### src/rtl/mod_inv.sv
// Iterative modular inverter: r = a^-1 mod p via binary extended Euclid, one step per clock.
// Shares the enable/done handshake of the ModAdd/ModMul stages so it chains directly.
module mod_inv #(
    parameter int unsigned      width = 32,
    parameter logic [width-1:0] p     = width'(37)
) (
    input  logic             clk,
    input  logic             reset,
    input  logic [width-1:0] a,
    input  logic             enable,
    output logic [width-1:0] r,
    output logic             done,
    output logic             err
);

    typedef enum logic [1:0] {StIdle, StRun, StDone} state_e;

    state_e           state_q;
    logic [width-1:0] u_q, v_q, x1_q, x2_q;
    logic [width-1:0] r_q;
    logic             done_q, err_q;

    logic [width-1:0] a_mod;
    logic [width-1:0] x1_half, x2_half, x1_sub, x2_sub;

    // x/2 mod p: an odd x is made even by adding p before the shift.
    function automatic logic [width-1:0] half_mod(input logic [width-1:0] x);
        logic [width:0] s;
        s = x[0] ? ({1'b0, x} + {1'b0, p}) : {1'b0, x};
        return width'(s >> 1);
    endfunction

    function automatic logic [width-1:0] sub_mod(input logic [width-1:0] x,
                                                 input logic [width-1:0] y);
        logic [width:0] s;
        s = (x >= y) ? ({1'b0, x} - {1'b0, y}) : ({1'b0, x} + {1'b0, p} - {1'b0, y});
        return width'(s);
    endfunction

    always_comb begin
        a_mod   = a % p;
        x1_half = half_mod(x1_q);
        x2_half = half_mod(x2_q);
        x1_sub  = sub_mod(x1_q, x2_q);
        x2_sub  = sub_mod(x2_q, x1_q);
    end

    always_ff @(posedge clk) begin
        if (reset) begin
            state_q <= StIdle;
            u_q     <= '0;
            v_q     <= '0;
            x1_q    <= '0;
            x2_q    <= '0;
            r_q     <= '0;
            done_q  <= 1'b0;
            err_q   <= 1'b0;
        end else begin
            case (state_q)
                StIdle: begin
                    done_q <= 1'b0;
                    err_q  <= 1'b0;
                    if (enable) begin
                        u_q  <= a_mod;
                        v_q  <= p;
                        x1_q <= width'(1);
                        x2_q <= '0;
                        if (a_mod == '0) begin
                            r_q     <= '0;
                            err_q   <= 1'b1;
                            done_q  <= 1'b1;
                            state_q <= StDone;
                        end else begin
                            state_q <= StRun;
                        end
                    end
                end
                StRun: begin
                    // Dropping enable mid-run aborts without touching r.
                    if (!enable) begin
                        state_q <= StIdle;
                    end else if (u_q == width'(1)) begin
                        r_q     <= x1_q;
                        done_q  <= 1'b1;
                        state_q <= StDone;
                    end else if (v_q == width'(1)) begin
                        r_q     <= x2_q;
                        done_q  <= 1'b1;
                        state_q <= StDone;
                    end else if (!u_q[0]) begin
                        u_q  <= u_q >> 1;
                        x1_q <= x1_half;
                    end else if (!v_q[0]) begin
                        v_q  <= v_q >> 1;
                        x2_q <= x2_half;
                    end else if (u_q >= v_q) begin
                        u_q  <= u_q - v_q;
                        x1_q <= x1_sub;
                    end else begin
                        v_q  <= v_q - u_q;
                        x2_q <= x2_sub;
                    end
                end
                StDone: begin
                    if (!enable) begin
                        state_q <= StIdle;
                        done_q  <= 1'b0;
                        err_q   <= 1'b0;
                    end
                end
                default: state_q <= StIdle;
            endcase
        end
    end

    assign r    = r_q;
    assign done = done_q;
    assign err  = err_q;

endmodule

### config.mk
export PLATFORM = sky130hd
export DESIGN_NAME = mod_inv
export DESIGN_NICKNAME = d
export VERILOG_FILES = /design/src/rtl/mod_inv.sv
export SDC_FILE = /design/constraint.sdc
export NUM_CORES = 1
export LEC_CHECK = 0
export CAP_MARGIN = 0
export CORE_ASPECT_RATIO = 0.5
export CORE_MARGIN = 1.5
export CORE_UTILIZATION = 43
export DETAILED_ROUTE_END_ITERATION = 8
export DONT_BUFFER_PORTS = 1
export PLACE_DENSITY = 0.58
export SYNTH_ARGS = -nofsm -noshare
export SYNTH_HDL_FRONTEND = slang
export SYNTH_SLANG_ARGS = --single-unit
export TNS_END_PERCENT = 100
### constraint.sdc
create_clock -name clk -period 53.9 [get_ports clk]
set_input_delay 10.78 -clock clk [delete_from_list [all_inputs] [get_ports clk]]
set_output_delay 10.78 -clock clk [all_outputs]
set_load 0.01 [all_outputs]
# --- After elaboration in Yosys (flattened, before gate mapping) ---
# Index checks and enable logic that the tools add are counted.
totals:
  ff_bits: 164
  in_bits: 35
  output_inout_bits: 34
  wordCells: 108
op_classes:
  n_addsub: 8
  n_div: 1
  magnitude_cmp: 3
  eq_ne: 16
  muxes: 57
  n_reduce_logical: 13
ops:
  columns: ["cell", "n"]
  rows:
  - ["two-way mux 32 bit", 35]
  - ["one-hot mux 32 bit (2 select lines)", 5]
  - ["subtractor 32 bit", 6]
  - ["greater-or-equal comparator 32 bit", 3]
  - ["adder 32 x 6 -> 33 bit, second input constant", 2]
  - ["two-way mux 33 bit", 2]
  - ["== test 32 x 1 -> 1 bit, second input constant", 2]
  - ["logical NOT 32 bit", 1]
  - ["modulo 32 x 6 -> 32 bit, second input constant", 1]
  - ["!= test 2 bit, second input constant", 7]
  - ["AND reduction 7 bit", 2]
  - ["two-way mux 2 bit", 6]
  - ["!= test 3 bit, second input constant", 4]
  - ["AND reduction 5 bit", 2]
  - ["two-way mux 1 bit", 6]
  - ["one-hot mux 2 bit (3 select lines)", 1]
  - ["AND reduction 6 bit", 1]
  - ["!= test 4 bit, second input constant", 1]
  - ["AND reduction 4 bit", 1]
  - ["nonzero test 2 bit", 2]
  - ["one-hot mux 1 bit (3 select lines)", 1]
  - ["AND reduction 3 bit", 1]
  - ["nonzero test 3 bit", 1]
  - ["== test 2 x 1 -> 1 bit, second input constant", 1]
  - ["4 further kinds", 4]

# --- Longest topological paths before layout ---
# Gate-level depths: netlist (run 1).
depth:
  word_depth: 10
  depth_mapped: 85
  ltp_nobuf: 70

# --- Worst setup path before layout (run 1) ---
# Ideal clock, no wire load.
synth_timing:
  kind: "input -> register"
  start: "in a[29]"
  end: "reg r_q[10], in the netlist r[10]"
  setup_time_ns: 0.130
  arrival_ns: 29.217
  required_time_ns: 53.770
  slack_ns: 24.553
  stages: 76
  n_path_buf: 7
  path_cell_list: "buf_2 > o31a_1 > o22ai_2 > o22ai_2 > a211o_1 > a21boi_2 > o21ai_2 > or3_1 > a22oi_2 > mux2i_4 > maj3_1 > o22ai_2 > a211o_1 > or3_1 > o32ai_2 > a211o_1 > buf_4 > nor2_1 > [... 40 more ...] > a221o_1 > o31a_1 > o21ai_4 > a41oi_2 > nor4_4 > xnor2_1 > clkinv_1 > ha_1 > o21ai_1 > a21oi_2 > nor3_2 > o22ai_2 > nand4bb_1 > a221o_1 > or4_4 > a21oi_4 > buf_6 > o32ai_1"
synth_between:
  elab_chain_len: 4
synth_lines:
  columns: ["element", "line_no", "rtl"]
  rows:
  - ["start, declared", "9", "input logic [width-1:0] a,"]
  - ["modulo 32 x 6 -> 32 bit", "41", "a_mod = a % p;"]
  - ["logical NOT 32 bit", "68", "if (a_mod == '0) begin"]
  - ["!= test 2 bit (no source line)", null, null]
  - ["AND reduction 5 bit (no source line)", null, null]
  - ["end signal, assigned", "83", "r_q <= x1_q;"]
  - ["end signal, assigned", "87", "r_q <= x2_q;"]
  - ["end, declared", "20", "logic [width-1:0] r_q;"]
# No other way between the ends.
# A chain may end at the register's enable or synchronous reset.

# --- Final worst setup path (run 1) ---
layout_timing:
  start: "in a[28]"
  end: "reg r_q[13], in the netlist r[13]"
# Same word-level chain as after synthesis.

==> reports/metrics.yaml, run 1 <==
status: "finished clean"
ys_seq_area_frac: 0.121
synth_cell_types: 136
max_slew_margin: 0.217
required_ns: 54.20
grt_pass1_wl_mm: 133
ys_seq_elements: 164
coreArea_sq_um: 61700
tns_ns: 0
io_buffers: 0
cp_slowest_stage_delay_ns: 0.99
cts.path.max_buffers: 2
overflow: 0
routed_wl_mm: 79.6
syn_nets: 3918
setup.worst_path.end: "r[13]"
rows: 64
cp_slowest_cell: "a2111oi_2"
final_cells: 4317
wl_per_cell_um: 18.4
route.vias.total: 26962
layout.nets: 3718
drtIter0Drc: 2082
crit_type: "in -> reg"
grt_max_degree: 166
start_util: 0.440
slew_viol_final: 0
synth_area_leaders: "dfxtp_1 (12%), ha_1 (9.1%), xnor2_1 (8.4%)"
fp.dieH_um: 181
max_freq_ghz: 0.0283
ys.flop_type: "dfxtp_1"
insertion_delay_ns: 0.47
cts_root_buf: "clkbuf_16"
critPathLaunchType: "input pin"
synth_area_per_cell_sq_um: 7.38
rsz0062_at_grt: "no"
async_flop_share: 0
h-tree-depth: 4
die-area_sq_um: 64700
cts_sinks: 164
period_share: 0.656
cp.depth: 67
boundaryPins: 69
synth_top_cell_by_area: "dfxtp_1"
pre_cts_slack_ns: 18.33
antenna_found_initial: 0
critPathCaptureType: "flip-flop"
synth_edf_count: 0
min_period_ns: 35.34
hold_path_class: "reg -> reg"
critPathBufInv: 1
postCtsResizedCells: 0
critPathMaxFanout: 32
cts_made_buffers: 17
route.detailed.drc: 0
reg2regPathDepth: 38
die_w_um: 358
place_congestion: 0.907
ys_warn_count: 0
syn_to_final_growth_pct: 3.29
drive_gt1_frac: 0.0573
tritoncts: "built"
startpoint: "a[28]"
final.setup.worst_slack_ns: 18.56
worstPathArrival_ns: 35.64
hold_buffers: 0
hpwl_mm: 57.8
netlist_area_sq_um: 27200
r2r_start: "x1_q[0]"
worstMarginPinSlew_ns: 1.17
grt_pass1_vias: 25567
skew_ns: 0.0178
worstReg2RegEnd: "x1_q[31]"
final_antenna_net_count: 0
grt_usage: 0.241
synthCells: 3680
place_inst: 4286
hold_viol: 0
synth_top_area_frac: 0.121
viasPerCell: 6.25
setup_viol: 0
cts_setup_buffers: 0
first_pass_iters: 5
drv_cap: 0
antennaDiodeCount: 0
r2r_slack_ns: 45.53
hold_ws_ns: 0.501
crit_family: "compound AO/OA/AOI/OAI gates"
clk_pin_slew_worst_paths_ns: 0.07
==> per-stage QoR <==
stage,instance area (sq um),util
finish,28000,0.454
global placement,27400,0.444
detailed placement,27400,0.444
global route,28000,0.454
CTS,28000,0.454
floorplan,27200,-
==> tightest hold or removal path, cell delays in order, from the launching register on <==
cell and delay (ns):
dfxtp_1 0.34, nand2_1 0.06, a21oi_1 0.05
==> sequential cells by signal, summed over array words and instances, names as in the netlist <==
name	flops
r	32
done	1
x2_q	32
u_q	32
v_q	32
x1_q	32
state_q	2
err	1
==> synthesized netlist by cell type (all sizes together), types with 27 or more instances <==
cell / instances
clkbuf: 189
o21a: 29
xnor2: 266
inv: 253
xor2: 91
a221oi: 102
o2111ai: 31
nand2b: 27
mux2i: 76
o21bai: 81
or3: 28
nand3: 98
and3: 69
o21ai: 170
a21o: 165
a211oi: 110
nor3: 84
o211ai: 53
ha: 197
nand4: 43
buf: 51
nand2: 278
nor4: 35
a21oi: 277
o32ai: 43
dfxtp: 164
nor2: 215
==> logic make-up after synthesis <==
logic type / count (synthesis) / synth area share
XOR/XNOR: 357 / 0.117
AND/OR/NAND/NOR: 984 / 0.180
buffers and inverters: 500 / 0.0722
multiplexers: 96 / 0.0379
flip-flops: 164 / 0.121
AO/OA/AOI/OAI: 1356 / 0.370
adder cells (fa/ha/maj): 223 / 0.103
==> how the worst min path moves through the flow <==
stage              end     from  cells past startpoint
5_1_grt          r[26]    r[26]                      2
3_5_place_dp   v_q[31]  v_q[31]                      2
2_1_floorplan  v_q[31]  v_q[31]                      2
3_3_place_gp   v_q[31]  v_q[31]                      2
6_report       v_q[31]  v_q[31]                      2
4_1_cts        v_q[31]  v_q[31]                      2
==> layout make-up <==
class | instances | area, sq um
fillers | 6270 | 33700
multi-input cells | 3016 | 22000
flip-flops and latches | 164 | 3280
well taps | 825 | 1030
inverters | 260 | 976
clock buffers | 18 | 439
clock inverters | 13 | 163
repair buffers | 21 | 158
==> placed cells by master (no fill, tap or decap), drive strengths merged, types with 24 or more instances in the layout <==
cell and count:
mux2i 76, o32ai 43, xor2 91, o21ai 170
inv 261, a211oi 110, a21oi 277, o21bai 81
a21o 165, o211ai 53, nand4 43, or3 28
and2 24, nor3 84, nand2 278, nand3 98
xnor2 266, nor2 215, dfxtp 164, o21a 29
ha 197, nand2b 27, and3 69, a221oi 102
o2111ai 31, a22oi 25, nor4 35
==> routing by layer <==
layer / GRT usage / wire length [um] / vias to the layer above
li1: - / - / 13351
met1: 0.336 / 38800 / 12959
met2: 0.407 / 37100 / 590
met3: 0.0208 / 2840 / 62
met4: 0.0424 / 864 / 0
met5: 0 / 0 / -
Power of run 1 is left out: the tool's default activity adds up to more than one toggle a clock period on the data nets, which glitch-free logic cannot reach.
==> inputs of run 2 (changes only) <==
--- a/config.mk
+++ b/config.mk
@@ -11,7 +11,7 @@
 export CORE_UTILIZATION = 43
 export DETAILED_ROUTE_END_ITERATION = 8
 export DONT_BUFFER_PORTS = 1
-export PLACE_DENSITY = 0.58
+export PLACE_DENSITY = 0.6
 export SYNTH_ARGS = -nofsm -noshare
 export SYNTH_HDL_FRONTEND = slang
 export SYNTH_SLANG_ARGS = --single-unit
==> constraint.sdc (replaced) <==
create_clock -name clk -period 30.2 [get_ports clk]
set_input_delay 6.04 -clock clk [delete_from_list [all_inputs] [get_ports clk]]
set_output_delay 6.04 -clock clk [all_outputs]
set_load 0.01 [all_outputs]
==> reports/metrics.yaml, run 2 (synthesis results as in run 1) <==
wl_per_cell_um: 18.4  # -0.11%
max_freq_ghz: 0.0349
final_area_sq_um: 28300  # +0.77%
die-area_sq_um: 64700  # unchanged
worstPathArrival_ns: 28.99  # -6.65 ns
insertion_delay_ns: 0.48  # about the same
cts_root_buf: "clkbuf_16"
setup_viol: 0  # unchanged
antenna_found_initial: 1  # +1
critPathMaxFanout: 22  # -31%
boundaryPins: 69  # unchanged
worstMarginPinSlew_ns: 1.21  # +0.0378 ns
start_util: 0.440  # unchanged
placed_area_sq_um: 27500  # about the same
fp.dieH_um: 181  # unchanged
crit_type: "in -> reg"
min_period_ns: 28.69
syn_to_final_growth_pct: 4.08
critPathLaunchType: "input pin"
grt_usage: 0.237  # -0.00413
coreArea_sq_um: 61700  # unchanged
rows: 64  # unchanged
cts_sinks: 164  # unchanged
layout.nets: 3730  # +0.32%
place_congestion: 0.888  # -2.1%
max_slew_margin: 0.190  # -0.0264
route.vias.total: 27104  # +0.53%
hpwl_mm: 57.8  # -0.11%
clk_pin_slew_worst_paths_ns: 0.08  # about the same
slew_viol_final: 0  # unchanged
viasPerCell: 6.26  # +0.20%
grt_pass1_wl_mm: 131  # -1.6%
skew_ns: 0.0200  # +0.00222 ns
final_antenna_net_count: 0  # unchanged
h-tree-depth: 4  # unchanged
pre_cts_slack_ns: 0.168  # -18.16 ns
critPathCaptureType: "flip-flop"
hold_path_class: "reg -> reg"
drv_cap: 0  # unchanged
final.setup.worst_slack_ns: 1.51  # -17.04 ns
hold_buffers: 0  # unchanged
cts_made_buffers: 17  # unchanged
grt_max_degree: 166  # unchanged
drive_gt1_frac: 0.0648  # +0.00749
cp_slowest_cell: "a2111oi_2"
die_w_um: 358  # unchanged
io_buffers: 0  # unchanged
status: "finished clean"
tritoncts: "built"
nFillCells: 6320  # +0.80%
most-common-layout-cells: "nand2_1 (276), a21oi_1 (266), xnor2_1 (255), inv_1 (250), nor2_1 (207)"
period_share: 0.950
required_ns: 30.51  # -23.69 ns
routed_wl_mm: 79.8  # +0.22%
overflow: 0  # unchanged
first_pass_iters: 8  # +3
hold_viol: 0  # unchanged
cts.path.max_buffers: 2  # unchanged
grt_pass1_vias: 25386  # -0.71%
drtIter0Drc: 2132  # +2.4%
cp_slowest_stage_delay_ns: 0.70  # -0.29 ns
route.detailed.drc: 0  # unchanged
final_common_cell: "nand2_1"
## run 2: cell count changes in the layout (fill, tap and decap cells not counted), moves of 5 or more
| cell | delta |
|---|---|
| buf_4 | +11 |
| clkinv_8 | +5 |
| xnor2_1 | -6 |
| xnor2_2 | +6 |
## run 2: worst paths after layout
kind,cells past startpoint,startpoint,slack (ns),to
max,70,a[28],1.51,r[3]
min,2,v_q[31],0.52,v_q[31]
max reg2reg,37,x1_q[0],21.90,x1_q[31]
min reg2reg,2,v_q[31],0.52,v_q[31]
## run 2: area by class of cell
type                    count  area (sq um)  area share
diodes                      1          2.50   0.0000886
flip-flops and latches    164          3280       0.116
clock buffers              17           425      0.0151
inverters                 260           976      0.0345
clock inverters            15           181     0.00642
well taps                 825          1030      0.0365
multi-input cells        3017         22100       0.783
repair buffers             32           240     0.00850
## run 2: repair_timing
item,CTS,global route
hold endpoints to repair,0,0
setup buffers,0,9
gates resized for setup,0,17
setup endpoints to repair,0,68
## run 2: critical path: cells and delay by family
kind,cells,cell delay [ns]
AOI/OAI and AO/OA,40,14.23
and+or+nand+nor,16,4.58
muxes,8,2.66
buffers and inverters,3,0.66
xor gates and xnor gates,2,0.52
adders and majority gates,1,0.27
## run 2: metal layers
metal	GRT usage	vias up	share of wire
li1	-	13367	-
met1	0.324	12961	0.48
met2	0.401	683	0.46
met3	0.0240	93	0.042
met4	0.0510	0	0.015
met5	0	-	0
## run 2: stage by stage
stage                     TNS (ns)  cells   util  hold slack (ns)
after floorplan                  0   3680      -            0.458
after global placement           0   4288  0.445            0.483
after detailed placement         0   4288  0.445            0.501
after CTS                        0   4320  0.455            0.514
after global routing       -0.0183   4330  0.458            0.549
final                            0   4331  0.458            0.517
Power of run 2 is left out for the same reason.
